<file path="config.mk">
export PLATFORM = sky130hd
export DESIGN_NAME = fetch_buffer
export DESIGN_NICKNAME = d
export VERILOG_FILES = /design/src/rtl/fetch_buffer.sv
export SDC_FILE = /design/constraint.sdc
export NUM_CORES = 1
export LEC_CHECK = 0
export BUFFER_PORTS_ARGS = -buffer_cell sky130_fd_sc_hd__clkbuf_2
export CORE_ASPECT_RATIO = 0.9
export CORE_MARGIN = 2
export CORE_UTILIZATION = 35
export CTS_CLUSTER_SIZE = 8
export DETAILED_ROUTE_END_ITERATION = 12
export SLEW_MARGIN = 5
export SYNTH_ARGS = -nofsm -noshare
export SYNTH_HDL_FRONTEND = slang
export SYNTH_SLANG_ARGS = --single-unit
</file>
<file path="constraint.sdc">
create_clock -name clk_in -period 4.9 [get_ports clk_in]
set_clock_uncertainty 0.15 [all_clocks]
set_input_delay 0.245 -clock clk_in [delete_from_list [all_inputs] [get_ports clk_in]]
set_output_delay 0.245 -clock clk_in [all_outputs]
set_load 0.01 [all_outputs]
</file>
<file path="src/rtl/fetch_buffer.sv">
// Fetch-side producer for the Fetch-to-Decode handshake: in-order instruction requests
// from a local PC, a small response FIFO, and redirect handling that drops stale acks.
module fetch_buffer #(
  parameter int               PC_SZ    = 32,
  parameter int               INSTR_SZ = 32,
  parameter int               DEPTH    = 4,
  parameter logic [PC_SZ-1:0] RESET_PC = '0
) (
  input  logic                clk_in,
  input  logic                reset_in,
  input  logic                cpu_halt,
  input  logic                pipe_flush,
  input  logic [PC_SZ-1:0]    branch_pc,
  output logic                ic_req_valid,
  input  logic                ic_req_rdy,
  output logic [PC_SZ-1:0]    ic_req_addr,
  input  logic                ic_ack_valid,
  input  logic [INSTR_SZ-1:0] ic_ack_data,
  input  logic                ic_ack_err,
  output logic                f2d_valid,
  input  logic                f2d_rdy,
  output logic [INSTR_SZ-1:0] f2d_instr,
  output logic [PC_SZ-1:0]    f2d_pc,
  output logic                f2d_err
);

  localparam int PW = $clog2(DEPTH);
  localparam int CW = PW + 1;

  typedef struct packed {
    logic [INSTR_SZ-1:0] instr;
    logic                err;
    logic [PC_SZ-1:0]    pc;
  } entry_t;

  entry_t          mem [DEPTH];
  entry_t          head;
  logic [PW-1:0]   wr_ptr, rd_ptr;
  logic [CW-1:0]   fifo_count, in_flight, in_flight_nxt, discard;
  logic [PC_SZ-1:0] pc, resp_pc;
  logic            credit_ok, req_fire, ack_ok, drop, push, pop;

  // Every request holds a FIFO slot until its word is popped, so overflow cannot occur.
  assign credit_ok    = ({1'b0, in_flight} + {1'b0, fifo_count}) < (CW+1)'(DEPTH);
  assign ic_req_valid = reset_in & ~cpu_halt & ~pipe_flush & credit_ok;
  assign ic_req_addr  = pc;

  assign req_fire = ic_req_valid & ic_req_rdy;
  assign ack_ok   = ic_ack_valid & (in_flight != '0);
  assign drop     = ack_ok & (pipe_flush | (discard != '0));
  assign push     = ack_ok & ~drop;
  assign pop      = f2d_valid & f2d_rdy & ~pipe_flush;

  assign in_flight_nxt = in_flight + CW'(req_fire) - CW'(ack_ok);

  assign head      = mem[rd_ptr];
  assign f2d_valid = (fifo_count != '0);
  assign f2d_instr = f2d_valid ? head.instr : '0;
  assign f2d_pc    = f2d_valid ? head.pc    : '0;
  assign f2d_err   = f2d_valid ? head.err   : 1'b0;

  always_ff @(posedge clk_in or negedge reset_in) begin
    if (!reset_in) begin
      pc         <= RESET_PC;
      resp_pc    <= RESET_PC;
      in_flight  <= '0;
      discard    <= '0;
      fifo_count <= '0;
      wr_ptr     <= '0;
      rd_ptr     <= '0;
    end else begin
      in_flight <= in_flight_nxt;
      if (pipe_flush) begin
        // Everything still outstanding after this cycle belongs to the old path.
        pc         <= branch_pc;
        resp_pc    <= branch_pc;
        discard    <= in_flight_nxt;
        fifo_count <= '0;
        wr_ptr     <= '0;
        rd_ptr     <= '0;
      end else begin
        if (req_fire) pc <= pc + PC_SZ'(4);
        if (drop)     discard <= discard - CW'(1);
        if (push) begin
          wr_ptr  <= wr_ptr + PW'(1);
          resp_pc <= resp_pc + PC_SZ'(4);
        end
        if (pop) rd_ptr <= rd_ptr + PW'(1);
        fifo_count <= fifo_count + CW'(push) - CW'(pop);
      end
    end
  end

  // NOTE: the storage array is not reset; an entry is only read once fifo_count covers it.
  always_ff @(posedge clk_in) begin
    if (push) mem[wr_ptr] <= '{instr: ic_ack_data, err: ic_ack_err, pc: resp_pc};
  end

  a_ack_has_request: assert property (@(posedge clk_in) disable iff (!reset_in)
    ic_ack_valid |-> (in_flight != '0));

  a_counters_bounded: assert property (@(posedge clk_in) disable iff (!reset_in)
    (in_flight <= CW'(DEPTH)) && (fifo_count <= CW'(DEPTH)) && (discard <= in_flight));

endmodule
</file>
Word-level counts from Yosys, hierarchy flattened
Memories as Yosys holds them, arrays and structs flattened.
Index checks and enable logic that the tools add are counted.
- RAM bits: 260
- word-level logic and storage cells: 55
- bits in registers: 77
- memories kept: 1
- bitwise logic cells: 13
- order comparisons: 1
- add/subtract/negate cells: 10
- multiplexer cells: 16
- reduce and logical (&&, ||, !) cells: 7
- memories (name ; words ; width ; rd ports ; clocked after memory_dff ; write ports ; RTL line ; text):
    mem ; 4 ; 65 ; 1 ; 0 ; 1 ; 36 ; entry_t mem [DEPTH];
- operators by type and width (cell ; count):
    $mux W32 ; 6
    $add A32 B3 Y32 const B ; 2
    $and A1 B1 Y1 ; 9
    $mux W3 ; 3
    $reduce_bool A3 Y1 ; 3
    $mux W2 ; 4
    $reduce_bool A2 Y1 ; 4
    $add A3 B1 Y3 ; 2
    $sub A3 B1 Y3 ; 2
    $add A2 B1 Y2 const B ; 2
    $add A3 B3 Y4 ; 1
    $lt A4 B3 Y1 const B ; 1
    $mux W1 ; 3
    $not A1 Y1 ; 3
    $sub A3 B1 Y3 const B ; 1
    $or A1 B1 Y1 ; 1

Logic depth before layout (Yosys ltp)
- word-level depth: 8
- gate-level depth with buffers: 13
- depth with buffers taken out: 12

Least setup slack after synthesis
No wires, ideal clock.
- path type: register -> register
- from: register discard[0]
- to: memory mem[0][0] (netlist name) (enable)
- data required time: 4320 ps
- stages on the path, launching flop included: 6
- path buffers: 0
- setup slack: 1756 ps
- arrival time: 2564 ps
- cell sequence: dfrtp_1 inv_1 ha_1 nor2b_1 and3_1 and2_1
- longest elaborated chain between the ends: 7
- RTL lines (what ; RTL line ; text):
    start: declaration ; 39 ; logic [CW-1:0] fifo_count, in_flight, in_flight_nxt, discard;
    start signal: assignment ; 77 ; discard <= in_flight_nxt;
    start signal: assignment ; 83 ; if (drop) discard <= discard - CW'(1);
    $reduce_bool A3 Y1 ; 50 ; assign drop = ack_ok & (pipe_flush | (discard != '0));
    $or A1 B1 Y1 ; 50 ;
    $and A1 B1 Y1 ; 50 ;
    $not A1 Y1 ; 51 ; assign push = ack_ok & ~drop;
    $and A1 B1 Y1 ; 51 ;
    $mux W1 ; 96 ; if (push) mem[wr_ptr] <= '{instr: ic_ack_data, err: ic_ack_err, pc: resp_pc};
    $mux W1 (implied by the code) ; 96 ;
    end: declaration ; 36 ;
No other way between the ends.

Final worst setup path
- from: register fifo_count[2]
- to: register discard[2]
- longest elaborated chain between the ends: 7
- RTL lines (what ; RTL line ; text):
    start: declaration ; 39 ;
    start signal: assignment ; 89 ; fifo_count <= fifo_count + CW'(push) - CW'(pop);
    $add A3 B3 Y4 ; 44 ; assign credit_ok = ({1'b0, in_flight} + {1'b0, fifo_count}) < (CW+1)'(DEPTH);
    $lt A4 B3 Y1 ; 44 ;
    $and A1 B1 Y1 ; 45 ; assign ic_req_valid = reset_in & ~cpu_halt & ~pipe_flush & credit_ok;
    $and A1 B1 Y1 ; 48 ; assign req_fire = ic_req_valid & ic_req_rdy;
    $add A3 B1 Y3 ; 54 ; assign in_flight_nxt = in_flight + CW'(req_fire) - CW'(ack_ok);
    $sub A3 B1 Y3 ; 54 ;
    named net in_flight_nxt[2] ; 39 ;
    $mux W3 ; 73 ; if (pipe_flush) begin
The timed path passes the listed nets, and every way through them passes these cells.
A chain may end at the register's enable or synchronous reset.

==> results.md <==
* Most common cell on crit path: ha_1
* Flop2flop setup slack at ~1.5 ns
* DRC Markers at 0
* Worst setup SP type: flip-flop
* Final Hold Viols at 0
* Setup Buffers After CTS at 0
* Final nets at roughly 1200
* Die height at 195 um
* Final Power at between 0.008 and 0.009 W
* Fmax at 0.292 GHz
* Max-Cap Viols at 0
* Clock sinks at ~340
* Commonest non-fill, non-tap cell in the layout: edfxtp_1
* CTS Buffer Depth at 3
* Worst path max stage delay at about 0.64 ns
* Outcome: finished, final reports clean
* Hold buffer count at cts at between 60 and 70
* Total GRT Usage at around 15%
* DRT Pass-1 Iters at 5
* Cell variety after synth at 55
* Setup TNS at 0 ns
* Sequential fraction of the synthesis area at approximately two thirds
* Period utilization at a little over two thirds
* Ys flop type: edfxtp_1
* Worst VDD drop at about 0.00023 V
* Row cnt at 70
* Crit-path leading delay family: adder cells
* Post-route worst setup slack at 1.48 ns
* Slew @ Worst Pin at 0.975 ns
* Die Width at approximately 220 um
* Async S/R FF share, synth at between 20% and 30%
* P per Cell Area at ~470 nW/um2
* Routed Antenna Nets at 0
* Post-CTS resize count at 0
* Leak at between 6 and 7 nW
* TritonCTS clock tree: done
* Max-slew headroom at between 30% and 40%
* Vias in the first global route at 8661
* Final setup viols at 0
* TritonCTS Buffers at between 40 and 50
* CP Class: reg2reg
* CTS HTree Levels at 2
* Dpl cell area at between 15000 and 20000 um2
* Fillers at approximately 3600
* Remaining Overflow, GRT at 0
* R2R depth at 11
* CP Cell Sequence: ha_1, nor4b_4, and4_1, inv_2, ha_1, inv_1, ha_1, fa_1, xnor2_1, nand2_1, o21ai_0
* WL/cell at ~19 um
* Antenna cells at 0
* Antenna violations before repair at 1
* Top Ports at 171
* Synth Instances at 870
* Hold path depth at 3
* Initial Utilization at between 30% and 40%
* Mapped Avg Cell Area at 16.4 um2
* Final Max Slew Viols at 0
* Gpl congestion at roughly 0.81
* Finished Cell Area at around 18000 um2
* Clk_lat worst skew at between 0.5 and 0.6 ns
* WP depth at 11
* Core footprint at roughly 40000 um2
* Worst path slowest cell: and4_1
* Vias at 8402
* 1st-iter DRT viols at 553
* Post-Route WL at between 30000 and 40000 um
* Critical Path RT at ~5.2 ns
* Largest net degree at the start of global routing at just under 70
* Final min period at around 3.4 ns
* Setup WS pre-CTS at roughly 1.5 ns
* Synthesized area at around 14000 um2
* Number of synthesized register bits at ~340
* Worst path buffer plus inverter count at 2
* Syn_nets at about 960
* RSZ-0062 raised after global routing: no
* Layout cell share with drive strength beyond 1 at around 29%
* Port Buffers at 170
* Warnings from Yosys at 0
* Die area at approximately 42000 um2
* Vias/cell at between 4 and 5
* Post-synth EDFFs at between 200 and 300
* Critical Path AT at 3.72 ns
* Hold Worst Slack at roughly 0.038 ns
* CP Max Fanout at 18
* Clk pin slew, worst setup/hold paths at 0.05 ns
* Worst Setup End Kind: flip-flop
* Worst Hold Class: in2reg
* Half-perimeter wire length after placement at 19500 um
* CTS root buffer: clkbuf_16
* First-pass GRT wire length at a little under 50000 um
* Area delta synth->final at 24.3%
* Most frequent cells in the layout: edfxtp_1, clkbuf_2, dfrtp_1, and2_1, dlygate4sd3_1
[path summary, 6_finish.rpt]
kind / startpoint / endpoint
setup reg to reg: fifo_count[2] / discard[2]
max in group asynchronous: reset_in / resp_pc[16]
hold / removal: pipe_flush / wr_ptr[0]
min in group asynchronous: reset_in / ic_req_addr[28]
setup / recovery: fifo_count[2] / discard[2]
hold reg to reg: resp_pc[1] / mem[1][1]
[synthesized netlist by cell type, types with 14 or more instances]
| library cell | number | area [um2] |
|---|---|---|
| nand4_1 | 29 | 181 |
| edfxtp_1 | 260 | 7810 |
| o21ai_0 | 28 | 140 |
| inv_1 | 18 | 67.6 |
| dfrtp_1 | 77 | 1930 |
| and2_1 | 75 | 469 |
| clkbuf_1 | 26 | 97.6 |
| xor2_1 | 26 | 228 |
| nand3_1 | 23 | 115 |
| nor2_1 | 25 | 93.8 |
| ha_1 | 14 | 175 |
| xnor2_1 | 23 | 201 |
| mux2_2 | 19 | 214 |
| nand2_1 | 50 | 188 |
| mux4_2 | 65 | 1460 |
[layout make-up]
| type | count | area (um2) | area share, % |
|---|---|---|---|
| clock buffers | 65 | 1290 | 7.27 |
| clock inverters | 4 | 26.3 | 0.148 |
| multi-input cells | 468 | 4220 | 23.8 |
| repair buffers | 249 | 1680 | 9.47 |
| well taps | 540 | 676 | 3.82 |
| flip-flops and latches | 337 | 9740 | 55.0 |
| inverters | 20 | 75.1 | 0.424 |
[cell families (layout without fill, tap and decap cells)]
group                      after synthesis  count (layout)  share of synthesized area [%]
adders and majority gates               16              16                           1.51
buffers and inverters                   65             338                           2.00
and+or+nand+nor                        248             248                           10.0
muxes                                   86              86                           11.9
xor gates and xnor gates                49              49                           3.01
DFF                                    337             337                           68.4
AOI/OAI and AO/OA                       69              69                           3.13
[worst min-delay path: cells and delay by family]
kind                   cells  cell delay (ns)
buffers and inverters      2             0.30
and+or+nand+nor            1             0.12
[through the flow]
stage	std cells	utilization (%)
2_1_floorplan	870	-
3_3_place_gp	1547	38.9
3_5_place_dp	1547	38.9
4_1_cts	1683	43.8
5_1_grt	1683	43.8
6_report	1683	43.8
[where the power goes]
group,total (W),leakage [nW],switching [W],internal (W)
clock network,0.00292,0.637,0.00112,0.00179
logic,0.00188,2.51,0.000990,0.000886
registers,0.00346,3.27,0.000180,0.00328
total,0.00826,6.41,0.00229,0.00596
[sequential cells by signal (all words and copies together) (netlist names)]
| signal | cells |
|---|---|
| in_flight | 3 |
| fifo_count | 3 |
| mem | 260 |
| wr_ptr | 2 |
| resp_pc | 32 |
| rd_ptr | 2 |
| discard | 3 |
| ic_req_addr | 32 |
[routing by layer]
metal  vias to the layer above  global-route usage [%]  part of all wire, %
met4                         0                    3.70                  1.5
met2                       240                    23.6                   46
met3                        45                    2.71                  5.0
li1                       3837                       -                    -
met5                         -                       0                    0
met1                      4280                    21.9                   47
Power figures use the tool's default switching activity.
